===== config.mk =====
export PLATFORM = sky130hd
export DESIGN_NAME = decode_queue_flat
export DESIGN_NICKNAME = d
export VERILOG_FILES = /design/src/rtl/decode_queue_if.sv /design/src/rtl/decode_queue.sv /design/src/flat_wrapper.sv
export SDC_FILE = /design/constraint.sdc
export NUM_CORES = 1
export LEC_CHECK = 0
export ABC_AREA = 1
export CORE_UTILIZATION = 45
export DETAILED_ROUTE_END_ITERATION = 7
export PLACE_DENSITY_LB_ADDON = 0.08
export SYNTH_ARGS = -nofsm -noshare
export SYNTH_HDL_FRONTEND = slang
export SYNTH_SLANG_ARGS = --single-unit

===== constraint.sdc =====
create_clock -name clk -period 9.2 [get_ports clk]
set_input_delay 1.84 -clock clk [delete_from_list [all_inputs] [get_ports clk]]
set_output_delay 1.84 -clock clk [all_outputs]
set_load 0.01 [all_outputs]

===== src/rtl/decode_queue_if.sv =====
// decode_queue_if: fetch-side push handshake, dispatch-side pop handshake and decoded head fields
interface decode_queue_if #(
    parameter int DEPTH = 4,
    parameter int XLEN  = 64,
    parameter int IMM_W = 32
);
    logic                     in_valid;
    logic                     in_ready;
    logic [31:0]              in_instr;
    logic [XLEN-1:0]          in_pc;
    logic                     out_valid;
    logic                     out_ready;
    logic [XLEN-1:0]          out_pc;
    logic [4:0]               r1_addr;
    logic [4:0]               r2_addr;
    logic [4:0]               r3_addr;
    logic [4:0]               w1_addr;
    logic                     int_we;
    logic                     fp_we;
    logic [IMM_W-1:0]         imm;
    logic [1:0]               eu_type;
    logic                     sel_i_f;
    logic                     illegal;
    logic [$clog2(DEPTH):0]   count;

    modport master (
        output in_valid, in_instr, in_pc, out_ready,
        input  in_ready, out_valid, out_pc, r1_addr, r2_addr, r3_addr, w1_addr,
               int_we, fp_we, imm, eu_type, sel_i_f, illegal, count
    );

    modport slave (
        input  in_valid, in_instr, in_pc, out_ready,
        output in_ready, out_valid, out_pc, r1_addr, r2_addr, r3_addr, w1_addr,
               int_we, fp_we, imm, eu_type, sel_i_f, illegal, count
    );
endinterface


===== src/rtl/decode_queue.sv =====
// decode_queue: DEPTH-entry instruction FIFO with combinational RV64IMFD decode of the head entry
module decode_queue #(
    parameter int DEPTH = 4,
    parameter int XLEN  = 64,
    parameter int IMM_W = 32
) (
    input  logic          clk,
    input  logic          rst,
    input  logic          flush,
    decode_queue_if.slave q
);
    localparam int AW = $clog2(DEPTH);
    localparam int CW = AW + 1;

    logic [31:0]     instr_q [DEPTH];
    logic [XLEN-1:0] pc_q    [DEPTH];
    logic [AW-1:0]   wr_q, wr_d, rd_q, rd_d;
    logic [CW-1:0]   count_q, count_d;
    logic            push, pop;

    assign q.in_ready  = count_q < CW'(DEPTH);
    assign q.out_valid = count_q != '0;
    assign q.count     = count_q;
    assign push        = q.in_valid && q.in_ready;
    assign pop         = q.out_valid && q.out_ready;

    always_comb begin
        wr_d    = flush ? '0 : wr_q + AW'(push);
        rd_d    = flush ? '0 : rd_q + AW'(pop);
        count_d = flush ? '0 : count_q + CW'(push) - CW'(pop);
    end

    always_ff @(posedge clk) begin
        if (rst) begin
            wr_q    <= '0;
            rd_q    <= '0;
            count_q <= '0;
        end else begin
            wr_q    <= wr_d;
            rd_q    <= rd_d;
            count_q <= count_d;
        end
        if (push) begin
            instr_q[wr_q] <= q.in_instr;
            pc_q[wr_q]    <= q.in_pc;
        end
    end

    // An empty queue presents a NOP so downstream sees a harmless, legal head
    logic [31:0] h;
    logic [6:0]  op;
    logic [4:0]  f5;
    logic        unused_funct3;

    assign h             = q.out_valid ? instr_q[rd_q] : 32'h0000_0013;
    assign q.out_pc      = q.out_valid ? pc_q[rd_q] : '0;
    assign op            = h[6:0];
    assign f5            = h[31:27];
    assign unused_funct3 = ^h[14:12];

    logic op_load, op_loadfp, op_opimm, op_auipc, op_opimm32, op_store, op_storefp;
    logic op_op, op_lui, op_op32, op_fmadd, op_fp, op_branch, op_jalr, op_jal;
    logic fp_to_int, legal, muldiv;
    logic [31:0] imm32;

    assign op_load    = op == 7'b0000011;
    assign op_loadfp  = op == 7'b0000111;
    assign op_opimm   = op == 7'b0010011;
    assign op_auipc   = op == 7'b0010111;
    assign op_opimm32 = op == 7'b0011011;
    assign op_store   = op == 7'b0100011;
    assign op_storefp = op == 7'b0100111;
    assign op_op      = op == 7'b0110011;
    assign op_lui     = op == 7'b0110111;
    assign op_op32    = op == 7'b0111011;
    assign op_fmadd   = op[6:4] == 3'b100 && op[1:0] == 2'b11;
    assign op_fp      = op == 7'b1010011;
    assign op_branch  = op == 7'b1100011;
    assign op_jalr    = op == 7'b1100111;
    assign op_jal     = op == 7'b1101111;

    assign legal = op_load | op_loadfp | op_opimm | op_auipc | op_opimm32 | op_store | op_storefp |
                   op_op | op_lui | op_op32 | op_fmadd | op_fp | op_branch | op_jalr | op_jal;

    // Compares, float-to-int converts and fmv.x/fclass land in the integer file
    assign fp_to_int = op_fp && (f5 == 5'b10100 || f5 == 5'b11000 || f5 == 5'b11100);
    assign muldiv    = ((op_op | op_op32) && h[31:25] == 7'b0000001) || op_fmadd ||
                       (op_fp && (f5 == 5'b00010 || f5 == 5'b00011 || f5 == 5'b01011));

    assign imm32 = (op_opimm | op_opimm32 | op_load | op_loadfp | op_jalr) ? {{20{h[31]}}, h[31:20]} :
                   (op_store | op_storefp) ? {{20{h[31]}}, h[31:25], h[11:7]} :
                   op_branch ? {{20{h[31]}}, h[7], h[30:25], h[11:8], 1'b0} :
                   (op_lui | op_auipc) ? {h[31:12], 12'b0} :
                   op_jal ? {{12{h[31]}}, h[19:12], h[20], h[30:21], 1'b0} : '0;

    assign q.imm     = IMM_W'($signed(imm32));
    assign q.r1_addr = h[19:15];
    assign q.r2_addr = h[24:20];
    assign q.r3_addr = h[31:27];
    assign q.w1_addr = h[11:7];
    assign q.illegal = !legal;
    assign q.sel_i_f = op_loadfp | op_storefp | op_fp | op_fmadd;
    assign q.fp_we   = op_loadfp | op_fmadd | (op_fp && !fp_to_int);
    assign q.int_we  = (op_op | op_op32 | op_opimm | op_opimm32 | op_lui | op_auipc | op_jal |
                        op_jalr | op_load | fp_to_int) && h[11:7] != 5'd0;
    assign q.eu_type = muldiv ? 2'd1 :
                       (op_jal | op_jalr | op_branch) ? 2'd2 :
                       (op_load | op_store | op_loadfp | op_storefp) ? 2'd3 : 2'd0;
endmodule


===== src/flat_wrapper.sv =====
// flat-port wrapper written by rule: the top's interface ports become plain ports
module decode_queue_flat 
#(
    parameter int DEPTH = 4,
    parameter int XLEN  = 64,
    parameter int IMM_W = 32
)
  (clk, rst, flush, q_in_valid, q_in_instr, q_in_pc, q_out_ready, q_in_ready, q_out_valid, q_out_pc, q_r1_addr, q_r2_addr, q_r3_addr, q_w1_addr, q_int_we, q_fp_we, q_imm, q_eu_type, q_sel_i_f, q_illegal, q_count);
  decode_queue_if #(.DEPTH(DEPTH), .XLEN(XLEN), .IMM_W(IMM_W)) q_i ();
  input  logic clk;
  input  logic rst;
  input  logic flush;
  input wire logic [$bits(q_i.in_valid)-1:0] q_in_valid;
  input wire logic [$bits(q_i.in_instr)-1:0] q_in_instr;
  input wire logic [$bits(q_i.in_pc)-1:0] q_in_pc;
  input wire logic [$bits(q_i.out_ready)-1:0] q_out_ready;
  output wire logic [$bits(q_i.in_ready)-1:0] q_in_ready;
  output wire logic [$bits(q_i.out_valid)-1:0] q_out_valid;
  output wire logic [$bits(q_i.out_pc)-1:0] q_out_pc;
  output wire logic [$bits(q_i.r1_addr)-1:0] q_r1_addr;
  output wire logic [$bits(q_i.r2_addr)-1:0] q_r2_addr;
  output wire logic [$bits(q_i.r3_addr)-1:0] q_r3_addr;
  output wire logic [$bits(q_i.w1_addr)-1:0] q_w1_addr;
  output wire logic [$bits(q_i.int_we)-1:0] q_int_we;
  output wire logic [$bits(q_i.fp_we)-1:0] q_fp_we;
  output wire logic [$bits(q_i.imm)-1:0] q_imm;
  output wire logic [$bits(q_i.eu_type)-1:0] q_eu_type;
  output wire logic [$bits(q_i.sel_i_f)-1:0] q_sel_i_f;
  output wire logic [$bits(q_i.illegal)-1:0] q_illegal;
  output wire logic [$bits(q_i.count)-1:0] q_count;
  assign q_i.in_valid = q_in_valid;
  assign q_i.in_instr = q_in_instr;
  assign q_i.in_pc = q_in_pc;
  assign q_i.out_ready = q_out_ready;
  assign q_in_ready = q_i.in_ready;
  assign q_out_valid = q_i.out_valid;
  assign q_out_pc = q_i.out_pc;
  assign q_r1_addr = q_i.r1_addr;
  assign q_r2_addr = q_i.r2_addr;
  assign q_r3_addr = q_i.r3_addr;
  assign q_w1_addr = q_i.w1_addr;
  assign q_int_we = q_i.int_we;
  assign q_fp_we = q_i.fp_we;
  assign q_imm = q_i.imm;
  assign q_eu_type = q_i.eu_type;
  assign q_sel_i_f = q_i.sel_i_f;
  assign q_illegal = q_i.illegal;
  assign q_count = q_i.count;
  decode_queue #(.DEPTH(DEPTH), .XLEN(XLEN), .IMM_W(IMM_W)) u_core (.clk(clk), .rst(rst), .flush(flush), .q(q_i));
endmodule

Word level (Yosys, flattened, before mapping)
Memories as Yosys holds them, arrays and structs flattened. A register that Yosys moved wholly into a read port is not among the register bits.
Cells that the tools add are included.

word-level totals
  word-level logic and storage cells = 105
  output and inout port bits = 127
  memory bits (writable) = 384
  flip-flop bits (word level) = 7
  memories = 2
  input bits = 101

operators by class
  magnitude comparators = 1
  equality and inequality tests = 23
  bitwise operators = 39
  mux-type cells = 14
  reduce and logical (&&, ||, !) cells = 19
  add/subtract/negate cells = 4

memories
  name            depth  bits a word  read ports  clocked after memory_dff  write ports  RTL line            source
  u_core.pc_q     4      64           1           1                         1            decode_queue.sv:16  logic [XLEN-1:0] pc_q [DEPTH];
  u_core.instr_q  4      32           1           1                         1            decode_queue.sv:15  logic [31:0] instr_q [DEPTH];

operator list
  kind                                                             count
  32-bit two-way mux                                               6
  64-bit two-way mux                                               1
  1-bit bitwise OR                                                 39
  7-bit by 6-bit == test with 1-bit output, second input constant  5
  7-bit == test, second input constant                             4
  7-bit by 5-bit == test with 1-bit output, second input constant  3
  5-bit == test, second input constant                             3
  5-bit by 2-bit == test with 1-bit output, second input constant  2
  2-bit two-way mux                                                5
  1-bit logical AND                                                8
  7-bit by 1-bit == test with 1-bit output, second input constant  1
  7-bit by 2-bit == test with 1-bit output, second input constant  1
  7-bit by 3-bit == test with 1-bit output, second input constant  1
  1-bit logical OR                                                 6
  5-bit by 4-bit == test with 1-bit output, second input constant  1
  5-bit nonzero test                                               1
  2-bit by 1-bit adder with 2-bit output                           2
  3-bit by 1-bit adder with 3-bit output                           1
  3-bit == test, second input constant                             1
  3-bit < comparator, second input constant                        1
  3-bit nonzero test                                               1
  3-bit by 1-bit subtractor with 3-bit output                      1
  2-bit == test, second input constant                             1
  1-bit zero test                                                  2
  2 further kinds                                                  3

Logic depth before layout (Yosys ltp)
Gate-level depths: netlist of run 1.

  depth after elaboration = 18
  depth in mapped cells = 15
  gate-level depth less buffers = 13

Worst setup path after synthesis of run 1
OpenSTA, ideal clock, no wires.

  path kind = input port to flip-flop
  start = input port q_in_valid
  end = memory u_core.instr_q[0][0], enable pin
  stages on the path = 2
  buffers on the path = 0
  setup time = 0.669 ns
  arrival = 8.439 ns
  setup slack = 0.092 ns
  data required time = 8.531 ns
  cells stage by stage = nand2_1 -> nor3_1

on the way
  cells in the longest elaborated chain, start to end = 3

RTL lines
  item                                     RTL line            source
  from (decl)                              flat_wrapper.sv:13  input wire logic [$bits(q_i.in_valid)-1:0] q_in_valid;
  1-bit logical AND                        decode_queue.sv:24  assign push = q.in_valid && q.in_ready;
  1-bit two-way mux                        decode_queue.sv:43  if (push) begin
  1-bit two-way mux (implied by the code)  decode_queue.sv:44  instr_q[wr_q] <= q.in_instr;
  to (decl)                                decode_queue.sv:15

Every way passes these cells.

==> results.md, run 1 <==
- Result of the run: completed
- Height of the chip: between 150 and 200 um
- Inserted Clock Buffers: between 40 and 50
- First-pass GRT wire length: 60490 um
- Total DRC errors in the routed layout: 0
- Share of cells above drive strength 1: under 10%
- Iteration count of the initial detailed-routing pass: 5
- Final min period: 5.916 ns
- Max Root-Sink Buffers: 3
- Peak supply drop: approximately 0.00016 V
- Total overflow reported by the global router: 0
- Number of slew-limit violations in the final report: 0
- Kind of end point of the critical path: output port
- Core Region: 35830 um2
- Met2 Track Usage GR: a little over a third
- Total Die Area: 37490 um2
- Port Buffer Count: 227
- Flip-flop and latch area: 11680 um2
- Required time at the worst-slack endpoint: approximately 7.4 ns
- Via density per instance: between 5 and 6
- Type of the worst setup path: flip-flop to output port
- Number of distinct library cells after synthesis: 36
- Chip width: ~190 um
- Actual transition at the worst max-transition pin: between 1 and 1.5 ns
- Cell area after technology mapping: 16530 um2
- Post-synthesis instance total: 1444
- Routing usage on met3: under 10%
- Average cell area after synthesis: around 11 um2
- GR Util met1: approximately 27%
- Maximum number of pins on one net before global-route repair: between 100 and 150
- CTS tree: yes
- Relative area change from synthesis to final layout: 22.99%
- Yosys Warn Count: 0
- Maximum clock frequency: between 150 and 200 MHz
- Worst relative slew slack: between 20% and 30%
- CP startpoint kind: flip-flop
- Total Routing Usage GR: between 20% and 30%
- LEAKAGE: 7.325 nW
- Placer congestion estimate: ~0.9
- Setup Buffers After CTS: 0
- Unrepaired setup endpoints after global routing: false
- Sinks on Clock Net: slightly below 400
- Fillers: roughly 3000
- Maximum fanout count along the critical path: 78
- Proportion of synthesized flip-flops having asynchronous set or reset: 0%
- Final net count: about 1800
- Multi-input gate area: between 4000 and 5000 um2
- Final HPWL DP: 22670 um
- Final worst path period share: around 64%
- Number of storage elements in the synthesis netlist: ~390
- Worst Hold Slack: 0.5061 ns
- Routing layer with the top usage in global route: met2
- Summed area of non-filler cells in the final layout: 20330 um2
- Max_cap viols: 0
- Number of top-level design ports: 228
- Clock latency on the worst-skew pair: roughly 0.54 ns
- Root buffer selected by CTS: sky130_fd_sc_hd__clkbuf_16
- Count of flip-flops with a built-in enable after synthesis: 384
- Area after detailed placement: 19060 um2
- Fin. Hold Viols: 0
- Setup TNS: 0 ns
- Fin util: between 50% and 60%
- Routed wire length per instance: ~18 um
- Antenna violations before repair: 4
- Clock skew: 0.02327 ns
- DRC violation total after the first TritonRoute iteration: ~600
- Clock transition time at the flip-flop clock pins of the worst setup and hold paths: about 0.050 ns
- Resized Gates After CTS: 0
- Overall routed net length: about 39000 um
- Leading cell type in the layout, fill and taps excluded: sky130_fd_sc_hd__nor2_1
- Initial core utilization: between 40% and 50%
- Number of placement rows: 69
- Post-Synthesis Net Count: about 1600
- CP Data Arrival Time: 4.08 ns
- Power Density: 215.0 nW/um2
- Most used DFF post-synth: sky130_fd_sc_hd__edfxtp_1
- Vias post-DR: approximately 11000
- Number of nets still failing antenna checks after routing: 0
- Final setup violating endpoints: 0
- Hold_buf cts: 0
- # H-tree levels: 2
- Via count of the first global-routing pass: 10832
- Sequential fraction of the synthesis area: a little over two thirds
- Class of the most critical hold timing path: flip-flop to flip-flop
- Most frequent cells in the layout: 394 x sky130_fd_sc_hd__nor2_1, 384 x sky130_fd_sc_hd__edfxtp_1, 227 x sky130_fd_sc_hd__clkdlybuf4s50_1
==> final cells by class <==
class	count	share of cell area [%]
well taps	461	2.838
flip-flops and latches	391	57.46
multi-input cells	931	20.85
clock inverters	24	0.7448
inverters	44	0.8495
clock buffers	53	5.479
diodes	2	0.02462
repair buffers	241	11.76
==> cells in the mapped netlist (2+ instances only) <==
cell / instances / area share (%)
sky130_fd_sc_hd__nand3_2: 11 / 0.67
sky130_fd_sc_hd__edfxtp_1: 384 / 70
sky130_fd_sc_hd__xnor2_1: 2 / 0.11
sky130_fd_sc_hd__nand3_1: 49 / 1.5
sky130_fd_sc_hd__inv_2: 11 / 0.25
sky130_fd_sc_hd__o21ai_1: 7 / 0.21
sky130_fd_sc_hd__dfxtp_1: 7 / 0.85
sky130_fd_sc_hd__buf_2: 30 / 0.91
sky130_fd_sc_hd__nor2_2: 5 / 0.19
sky130_fd_sc_hd__ha_1: 4 / 0.30
sky130_fd_sc_hd__inv_1: 32 / 0.73
sky130_fd_sc_hd__nand2_2: 10 / 0.38
sky130_fd_sc_hd__nand2_1: 164 / 3.7
sky130_fd_sc_hd__buf_6: 10 / 0.68
sky130_fd_sc_hd__a21oi_1: 90 / 2.7
sky130_fd_sc_hd__buf_1: 7 / 0.16
sky130_fd_sc_hd__clkbuf_1: 14 / 0.32
sky130_fd_sc_hd__buf_4: 17 / 0.77
sky130_fd_sc_hd__nand3_4: 2 / 0.21
sky130_fd_sc_hd__a21oi_2: 2 / 0.11
sky130_fd_sc_hd__o22ai_1: 3 / 0.11
sky130_fd_sc_hd__nand2_4: 4 / 0.27
sky130_fd_sc_hd__nor2_4: 4 / 0.27
sky130_fd_sc_hd__nor2_1: 394 / 8.9
sky130_fd_sc_hd__nand4_1: 2 / 0.076
sky130_fd_sc_hd__o21ai_0: 166 / 5.0
sky130_fd_sc_hd__nor3_1: 4 / 0.12
==> sequential cells by signal (all words and copies together) (netlist names) <==
register and cells:
u_core.q.count 3, u_core.wr_q 2, u_core.pc_q 256, u_core.instr_q 128, u_core.rd_q 2
==> kinds of logic (layout without fill, tap and decap cells) <==
| family | after synthesis | count (layout) | synth area share (%) |
|---|---|---|---|
| simple gates | 652 | 652 | 16.55 |
| flops | 391 | 391 | 70.62 |
| compound gates | 271 | 271 | 8.389 |
| buf+inv | 122 | 362 | 3.854 |
| fa+ha+maj | 5 | 5 | 0.4240 |
| xor+xnor | 3 | 3 | 0.1590 |
| other cells | 0 | 2 | 0 |
==> routing by layer <==
metal	share of wire, %	up-vias	routed length, um
met1	44	5176	17110
met2	48	267	18870
met5	0.028	-	11
met4	1.7	2	653
met3	5.9	53	2278
li1	-	5440	-
==> report_power, final <==
group	internal (W)	switching (W)	leakage, nW
registers	0.00203	0.0000194	3.58
clock network	0.000885	0.000649	0.613
logic	0.000328	0.000458	3.13
total	0.00324	0.00113	7.33
==> final timing paths <==
kind                     start           endpoint  slack (ns)  cells after the start
min reg2reg  u_core.q.count[2]  u_core.q.count[2]        0.51                      1
max             u_core.rd_q[0]          q_imm[14]        3.28                     12
min          u_core.q.count[2]  u_core.q.count[2]        0.51                      1
max reg2reg  u_core.q.count[1]  u_core.q.count[2]        6.12                     13
==> stage by stage <==
step	power [W]	std cells	worst slack (ns)
after floorplan	0.002504	1444	0.09156
after global placement	0.002875	2068	3.775
after detailed placement	0.002881	2068	3.773
after CTS	0.004417	2145	3.198
after global routing	0.004559	2146	2.833
final	0.004370	2147	3.284
==> critical path, cell delays in order, from the launching register on <==
cell and delay, ns:
sky130_fd_sc_hd__dfxtp_4 0.64, sky130_fd_sc_hd__buf_4 0.74, sky130_fd_sc_hd__nand3_1 0.21, sky130_fd_sc_hd__nand3_1 0.16
sky130_fd_sc_hd__nand2_2 0.10, sky130_fd_sc_hd__nand2_2 0.10, sky130_fd_sc_hd__nand3_1 0.12, sky130_fd_sc_hd__nor2_1 0.15
sky130_fd_sc_hd__inv_1 0.08, sky130_fd_sc_hd__nand3_2 0.23, sky130_fd_sc_hd__nand2_2 0.27, sky130_fd_sc_hd__nand2_1 0.16
sky130_fd_sc_hd__clkdlybuf4s50_1 0.54
Power figures use the tool's default switching activity.
==> run 2: changes to the inputs <==
==> constraint.sdc (replaced) <==
create_clock -name clk -period 5.75 [get_ports clk]
set_input_delay 1.15 -clock clk [delete_from_list [all_inputs] [get_ports clk]]
set_output_delay 1.15 -clock clk [all_outputs]
set_load 0.01 [all_outputs]
==> run 2 against run 1 <==
Combinational power increased by 62%. Utilization grew 0.15 points. Critical path depth shrank 1. Hold slack got worse by 0.0079 ns.
==> results.md, run 2 (synthesis results as in run 1) <==
- Leading cell type in the layout, fill and taps excluded: sky130_fd_sc_hd__nor2_1
- Final worst path period share: about 86%
- Clock latency on the worst-skew pair: 0.54 ns (about the same)
- Initial core utilization: 46.13% (unchanged)
- Setup Buffers After CTS: 0 (unchanged)
- First-pass GRT wire length: 60620 um (+0.20%)
- Post-layout total power: 0.007074 W (+62%)
- Actual transition at the worst max-transition pin: 1.072 ns (+0.002175 ns)
- Type of the worst setup path: flip-flop to output port
- Number of cell instances on the worst register-to-register path: 13 (unchanged)
- Slowest cell on crit path: sky130_fd_sc_hd__dfxtp_4
- Total overflow reported by the global router: 0 (unchanged)
- LEAKAGE: 7.343 nW (+0.25%)
- Via density per instance: 5.206 (+2.2%)
- Maximum fanout count along the critical path: 65 (-17%)
- Antenna violations before repair: 2 (-2)
- Final min period: 4.956 ns
- Routed wire length per instance: 18.33 um (+1.1%)
- Most frequent cells in the layout: 394 x sky130_fd_sc_hd__nor2_1, 384 x sky130_fd_sc_hd__edfxtp_1, 227 x sky130_fd_sc_hd__clkdlybuf4s50_1
- CP startpoint kind: flip-flop
- Final setup violating endpoints: 0 (unchanged)
- Root buffer selected by CTS: sky130_fd_sc_hd__clkbuf_16
- Port Buffer Count: 227 (unchanged)
- Relative area change from synthesis to final layout: 23.33%
- CTS tree: yes
- Required time at the worst-slack endpoint: 4.60 ns (-2.76 ns)
- Cell Chain, Critical Path: inv_4 -> nand3_1 -> nand3_2 -> inv_2 -> nand3_1 -> nor2_1 -> nor2_2 -> nand3_2 -> nand2_2 -> nand2_1 -> clkdlybuf4s50_1
- Largest Register: u_core.pc_q
- Class of the most critical hold timing path: flip-flop to flip-flop
- Worst relative slew slack: 28.53% (-0.15 points)
- Core Region: 35830 um2 (unchanged)
- Number of placement rows: 69 (unchanged)
- Final net count: 1758 (+0.057%)
- Clock skew: 0.01324 ns (-0.01003 ns)
- Maximum clock frequency: around 200 MHz
- Share of cells above drive strength 1: 7.390% (+0.026 points)
- Power Density: 347.1 nW/um2 (+61%)
- Sinks on Clock Net: 391 (unchanged)
- Levels on crit path: 11 (-1)
- Total Routing Usage GR: 20.74% (+0.065 points)
- Unrepaired setup endpoints after global routing: false
- Maximum number of pins on one net before global-route repair: 97 (-14%)
- Delay of the slowest cell on the worst path: 0.72 ns (-0.02 ns)
- Total Die Area: 37490 um2 (unchanged)
- Number of nets still failing antenna checks after routing: 0 (unchanged)
- Total DRC errors in the routed layout: 0 (unchanged)
- Inserted Clock Buffers: 43 (+2.4%)
- Number of buffer and inverter stages on the critical path: 3 (unchanged)
- Fin. Hold Viols: 0 (unchanged)
- Chip width: 193.6 um (unchanged)
- Number of flip-flops in the largest register: 256 (unchanged)
- # H-tree levels: 2 (unchanged)
- Hold_buf cts: 0 (unchanged)
- Vias post-DR: 11140 (+1.8%)
- Fillers: 2986 (-1.1%)
- Resized Gates After CTS: 0 (unchanged)
- Via count of the first global-routing pass: 10900 (+0.63%)
- Peak supply drop: 0.0002710 V (+74%)
- Height of the chip: 193.6 um (unchanged)
- DRC violation total after the first TritonRoute iteration: 684 (+15%)
- Overall routed net length: 39220 um (+0.76%)
- Clock transition time at the flip-flop clock pins of the worst setup and hold paths: 0.06 ns (about the same)
- Hold depth: 1 (unchanged)
- Number of top-level design ports: 228 (unchanged)
- Max_cap viols: 0 (unchanged)
- Final HPWL DP: 22290 um (-1.7%)
- Iteration count of the initial detailed-routing pass: 5 (unchanged)
- CP Data Arrival Time: 3.81 ns (-0.27 ns)
- Kind of end point of the critical path: output port
- Critical path's top delay family: simple AND/OR/NAND/NOR gates
- Worst Hold Slack: 0.4982 ns (-0.007866 ns)
- Max Root-Sink Buffers: 3 (unchanged)
- Placer congestion estimate: 0.9501 (+4.7%)
- Number of slew-limit violations in the final report: 0 (unchanged)
- Result of the run: completed
-- run 2: cell types whose count changed in the layout (fill, tap and decap cells not counted), sizes merged --
cell and delta:
clkinv -7, bufinv +1, clkbuf -1, inv +2, clkinvlp -1, diode -1
-- run 2: per-layer routing --
| metal | vias to the layer above | track usage [%] | share of wire [%] |
|---|---|---|---|
| li1 | 5430 | - | - |
| met1 | 5338 | 28.59 | 45 |
| met2 | 312 | 33.67 | 47 |
| met3 | 58 | 4.209 | 6.3 |
| met4 | 2 | 5.363 | 1.8 |
| met5 | - | 0 | 0.033 |
-- run 2: cell type report --
| type | instances | area [um2] | share of cell area, % |
|---|---|---|---|
| antenna | 1 | 2.502 | 0.01228 |
| clock buffer | 52 | 1131 | 5.550 |
| clock inverter | 19 | 153.9 | 0.7551 |
| inverter | 44 | 172.7 | 0.8472 |
| multi-input combinational | 931 | 4238 | 20.79 |
| sequential | 391 | 11680 | 57.30 |
| tap | 461 | 576.8 | 2.830 |
| timing repair buffer | 241 | 2427 | 11.91 |
-- run 2: path summary, 6_finish.rpt --
kind / startpoint / endpoint / slack (ns)
setup / recovery: u_core.rd_q[1] / q_imm[11] / 0.79
hold / removal: u_core.q.count[2] / u_core.q.count[2] / 0.50
setup reg to reg: u_core.q.count[1] / u_core.q.count[2] / 2.22
hold reg to reg: u_core.q.count[2] / u_core.q.count[2] / 0.50
-- run 2: power breakdown --
group	internal, W	switching, W
combinational	0.000528	0.000742
clock	0.00148	0.00104
sequential	0.00325	0.0000311
-- run 2: through the flow --
step	worst slack, ns	TNS (ns)	util (%)	std cells	area (um2)
final	0.7935	0	56.88	2140	20380
after global routing	0.4686	0	56.88	2139	20380
after CTS	0.7281	0	56.88	2139	20380
after detailed placement	1.315	0	53.29	2068	19090
after global placement	1.403	0	53.29	2068	19090
after floorplan	-2.668	-1024.54	-	1444	16530
==> run 3: changes to the inputs <==
--- a/config.mk
+++ b/config.mk
@@ -6,9 +6,10 @@
 export NUM_CORES = 1
 export LEC_CHECK = 0
 export ABC_AREA = 1
-export CORE_UTILIZATION = 45
+export CORE_UTILIZATION = 26
 export DETAILED_ROUTE_END_ITERATION = 7
-export PLACE_DENSITY_LB_ADDON = 0.08
+export PLACE_DENSITY_LB_ADDON = 0.05
 export SYNTH_ARGS = -nofsm -noshare
 export SYNTH_HDL_FRONTEND = slang
 export SYNTH_SLANG_ARGS = --single-unit
+export TNS_END_PERCENT = 10
==> run 3 against run 2 <==
Combinational power up 4%. Flip-flop and latch count unchanged. Critical path depth up 1. Clock power up 9.1%. Sequential power about the same. Cell area up 3.4%. Power up 3.9%. Fmax up 1.1%. Critical path type unchanged. Largest cell class unchanged. Largest power group unchanged.
==> results.md, run 3 (synthesis results as in run 1) <==
- Actual transition at the worst max-transition pin: 1.183 ns (+0.1113 ns)
- Flip-flop and latch area: 11680 um2 (unchanged)
- Met2 Track Usage GR: 24.40% (-9.3 points)
- Total Routing Usage GR: 14.95% (-5.8 points)
- Antenna violations before repair: 10 (+8)
- Number of slew-limit violations in the final report: 0 (unchanged)
- Unrepaired setup endpoints after global routing: false
- # H-tree levels: 2 (unchanged)
- Inserted Clock Buffers: 48 (+12%)
- Fin. Hold Viols: 0 (unchanged)
- Resized Gates After CTS: 0 (unchanged)
- Overall routed net length: 48180 um (+23%)
- LEAKAGE: 7.454 nW (+1.5%)
- Routed wire length per instance: 18.94 um (+3.4%)
- Total DRC errors in the routed layout: 0 (unchanged)
- Height of the chip: 254.1 um (+31%)
- Share of cells above drive strength 1: 7.955% (+0.57 points)
- Final min period: 4.904 ns (-0.05257 ns)
- Routing usage on met3: 3.913% (-0.30 points)
- Initial core utilization: 26.25% (-20 points)
- Fillers: 6290 (+110%)
- Sinks on Clock Net: 391 (unchanged)
- Max_cap viols: 0 (unchanged)
- Number of top-level design ports: 228 (unchanged)
- Clock latency on the worst-skew pair: 0.57 ns (+0.03 ns)
- Leading cell type in the layout, fill and taps excluded: sky130_fd_sc_hd__nor2_1
- Maximum clock frequency: 203.9 MHz (+1.1%)
- Root buffer selected by CTS: sky130_fd_sc_hd__clkbuf_16
- Final net count: 1768 (+0.57%)
- Most frequent cells in the layout: 394 x sky130_fd_sc_hd__nor2_1, 384 x sky130_fd_sc_hd__edfxtp_1, 227 x sky130_fd_sc_hd__clkdlybuf4s50_1
- Clock transition time at the flip-flop clock pins of the worst setup and hold paths: 0.05 ns (about the same)
- Post-layout total power: 0.007352 W (+3.9%)
- DRC violation total after the first TritonRoute iteration: 518 (-24%)
- Final setup violating endpoints: 0 (unchanged)
- Number of flip-flops in the largest register: 256 (unchanged)
- Multi-input gate area: 4238 um2 (unchanged)
- CP Data Arrival Time: 3.75 ns (-0.06 ns)
- Maximum fanout count along the critical path: 50 (-23%)
- Via count of the first global-routing pass: 11198 (+2.7%)
- Post-route insts no fill: 2543 (+19%)
- Vias post-DR: 11089 (-0.46%)
- Required time at the worst-slack endpoint: 4.60 ns (about the same)
- Number of cell instances on the worst register-to-register path: 13 (unchanged)
- Power Density: 349.0 nW/um2 (+0.56%)
- Final HPWL DP: 28110 um (+26%)
- Number of placement rows: 92 (+33%)
- Worst relative slew slack: 20.68% (-7.9 points)
- Routing layer with the top usage in global route: met2
- Number of placed cells counting well taps: 2458 (+19%)
- Number of nets still failing antenna checks after routing: 0 (unchanged)
- Hold depth: 1 (unchanged)
- Total overflow reported by the global router: 0 (unchanged)
- Chip width: 254.1 um (+31%)
- Max Root-Sink Buffers: 3 (unchanged)
- Setup Buffers After CTS: 0 (unchanged)
- Core Region: 62970 um2 (+76%)
- Relative area change from synthesis to final layout: 27.46%
- Iteration count of the initial detailed-routing pass: 7 (+2)
- Clock skew: 0.01396 ns (+0.0007181 ns)
- Total Die Area: 64570 um2 (+72%)
- First-pass GRT wire length: 71630 um (+18%)
- Peak supply drop: 0.0002216 V (-18%)
- Placer congestion estimate: 0.8153 (-14%)
- CTS tree: yes
- Result of the run: completed
- Setup TNS: 0 ns (unchanged)
- Hold_buf cts: 0 (unchanged)
- Maximum number of pins on one net before global-route repair: 99 (+2.1%)
- Largest Register: u_core.pc_q
- Port Buffer Count: 227 (unchanged)
- Kind of end point of the critical path: output port
- Class of the most critical hold timing path: flip-flop to flip-flop
- CP startpoint kind: flip-flop
- Type of the worst setup path: flip-flop to output port
- Via density per instance: 4.361 (-16%)
- Final worst path period share: 85.28% (-0.91 points)
- GR Util met1: 19.45% (-9.1 points)
- Fin util: 33.45% (-23 points)
- Antenna diode instance count: 0 (-1)
[run 3: changes by cell type in the layout (fill, tap and decap cells not counted), sizes merged]
cell	previous run	this run
buf	14	19
clkbuf	52	61
clkinv	15	23
diode	1	0
inv	46	43
[run 3: cell type report]
type	instances	share of cell area, %
Clock buffer	61	6.035
Clock inverter	24	0.7187
Inverter	44	0.8375
Multi-Input combinational cell	931	20.12
Sequential cell	391	55.44
Tap cell	846	5.025
Timing Repair Buffer	246	11.82
[run 3: layer usage]
| layer | part of all wire, % | vias up | wire length [um] |
|---|---|---|---|
| li1 | - | 5444 | - |
| met3 | 5.9 | 73 | 2825 |
| met2 | 47 | 225 | 22520 |
| met1 | 45 | 5329 | 21810 |
| met4 | 1.9 | 18 | 899 |
| met5 | 0.24 | - | 118 |
[run 3: worst paths after layout]
path / start / to / slack (ns)
worst max-delay path: u_core.rd_q[0] / q_imm[11] / 0.85
worst min register to register: u_core.q.count[2] / u_core.q.count[2] / 0.50
worst min-delay path: u_core.q.count[2] / u_core.q.count[2] / 0.50
worst max register to register: u_core.q.count[1] / u_core.q.count[2] / 2.71
[run 3: power by group]
group	internal (W)	switching, W	leakage (nW)	total, W
logic	0.000532	0.000789	3.18	0.00132
clock network	0.00163	0.00112	0.697	0.00275
registers	0.00325	0.0000262	3.58	0.00328
[run 3: worst max-delay path: stages, from the launching register on]
cell                              delay [ns]
sky130_fd_sc_hd__dfxtp_4                0.47
sky130_fd_sc_hd__buf_4                  0.51
sky130_fd_sc_hd__nand2_1                0.10
sky130_fd_sc_hd__nand3_1                0.13
sky130_fd_sc_hd__nand3_2                0.14
sky130_fd_sc_hd__inv_2                  0.11
sky130_fd_sc_hd__nand2_4                0.08
sky130_fd_sc_hd__nor2_4                 0.12
sky130_fd_sc_hd__nand2_2                0.21
sky130_fd_sc_hd__nor2_2                 0.52
sky130_fd_sc_hd__nor2_1                 0.13
sky130_fd_sc_hd__nand2_1                0.09
sky130_fd_sc_hd__clkdlybuf4s50_1        0.54
[run 3: per-stage QoR]
stage | setup slack, ns | area, um2 | hold WS [ns]
floorplan | -2.668 | 16530 | 0.4959
global placement | 1.420 | 19640 | 0.4798
detailed placement | 1.372 | 19640 | 0.4942
CTS | 0.7324 | 21060 | 0.5065
global route | 0.4290 | 21060 | 0.5447
finish | 0.8461 | 21060 | 0.4979
==> patch (config.mk and constraints of run 3) <==
`IMM_W` is set to 32 in 3 places; all go to 36.
--- a/src/rtl/decode_queue_if.sv
+++ b/src/rtl/decode_queue_if.sv
@@ -4,3 +4,3 @@
     parameter int XLEN  = 64,
-    parameter int IMM_W = 32
+    parameter int IMM_W = 36
 );
--- a/src/rtl/decode_queue.sv
+++ b/src/rtl/decode_queue.sv
@@ -4,3 +4,3 @@
     parameter int XLEN  = 64,
-    parameter int IMM_W = 32
+    parameter int IMM_W = 36
 ) (
--- a/src/flat_wrapper.sv
+++ b/src/flat_wrapper.sv
@@ -5,3 +5,3 @@
     parameter int XLEN  = 64,
-    parameter int IMM_W = 32
+    parameter int IMM_W = 36
 )
Ports: changed (resized q_imm); port bits go from 228 to 232. No check against the original RTL was run, so the function may have changed too.
==> patch against run 3 <==
  * Power down 0.39%
  * Synthesized area up 0.18%
  * Setup slack worse by 0.33 ns
  * Non-clock buffer count up 4
  * Die area up 0.18%
  * Final area down 0.15%
  * Wire length up 1.3%
  * Count of clock-buffer cells in the layout up 5
  * Cell count up 0.12%
  * Global-route usage about the same
  * Sequential cell count unchanged
  * Hold slack better by 0.0086 ns
==> patch: results <==
set metrics [dict create \
    dpl_worst_slack_ns 1.010 \
    power_report.internal_total_mw 5.381 \
    grt_first_pass_wirelength_mm 72.28 \
    gr-usage-met1_pct 19.74 \
    dr.first_iter.drc_count 520 \
    grt_max_degree 97 \
    synth.net_count 1554 \
    ys_top_cells_by_count "sky130_fd_sc_hd__nor2_1 (394), sky130_fd_sc_hd__edfxtp_1 (384), sky130_fd_sc_hd__o21ai_0 (166), sky130_fd_sc_hd__nand2_1 (164), sky130_fd_sc_hd__a21oi_1 (90)" \
    drive_gt1_share_pct 7.647 \
    timing.reg2reg.setup_slack_ns 2.81 \
    hpwlAfterDp_mm 28.21 \
    worst_ir_drop_vdd_v 0.0001855 \
    grt_antenna_before_repair 6 \
    place.port_buffers 231 \
    final_cell_count_no_fill 2546 \
    highest_fanout_seen_on_the_critical_path 44 \
    status "complete, no violations" \
    period_share_pct 91.03 \
    layout.nets 1771 \
    critical_path_arrival_ns 4.08 \
    synthCells 1448 \
    met2_usage_in_global_routing_pct 24.65 \
    synth_area_leaders "sky130_fd_sc_hd__edfxtp_1 (70%), sky130_fd_sc_hd__nor2_1 (8.9%), sky130_fd_sc_hd__o21ai_0 (5.0%)" \
    first_pass_iters 4 \
    crit_end "q_imm[33]" \
    power_per_standard_cell_area_nw_per_um2 348.2 \
    groute.usage.overall_pct 14.96 \
    finalWirelength_mm 48.78 \
    met3_track_usage_gr_pct 3.358 \
    cts_made_buffers 47 \
    total_via_count_after_detailed_routing 11270 \
    worst-slew-pin-transition_ns 0.9854 \
    synth-seq-area-share_pct 70.50 \
    pleak_nw 7.421 \
    place_congestion 0.8136 \
    post-synth-top-area-fraction_pct 69.65 \
    clock-skew-final_ns 0.01416 \
    hold-worst-slack_ns 0.5065 \
]
==> patch: logic make-up (layout without fill, tap and decap cells) <==
kind of cell | count (synthesis) | count (layout) | synth area share [%]
and+or+nand+nor | 652 | 652 | 16.52
AOI/OAI and AO/OA | 271 | 271 | 8.374
adders and majority gates | 5 | 5 | 0.4232
buffers and inverters | 126 | 378 | 4.028
DFF | 391 | 391 | 70.50
xor gates and xnor gates | 3 | 3 | 0.1587
==> patch: routing by layer <==
layer	up-vias	wire length [um]	share of wire, %
met5	-	77	0.16
met4	12	830	1.7
met3	73	2560	5.2
met2	214	23020	47
met1	5516	22290	46
li1	5456	-	-
==> patch: area by class of cell <==
cell class,count,area (um^2)
Clock inverter,18,100.1
Clock buffer,66,1290
Fill cell,6316,41930
Multi-Input combinational cell,931,4238
Inverter,44,173.9
Sequential cell,391,11680
Tap cell,846,1059
Timing Repair Buffer,250,2492
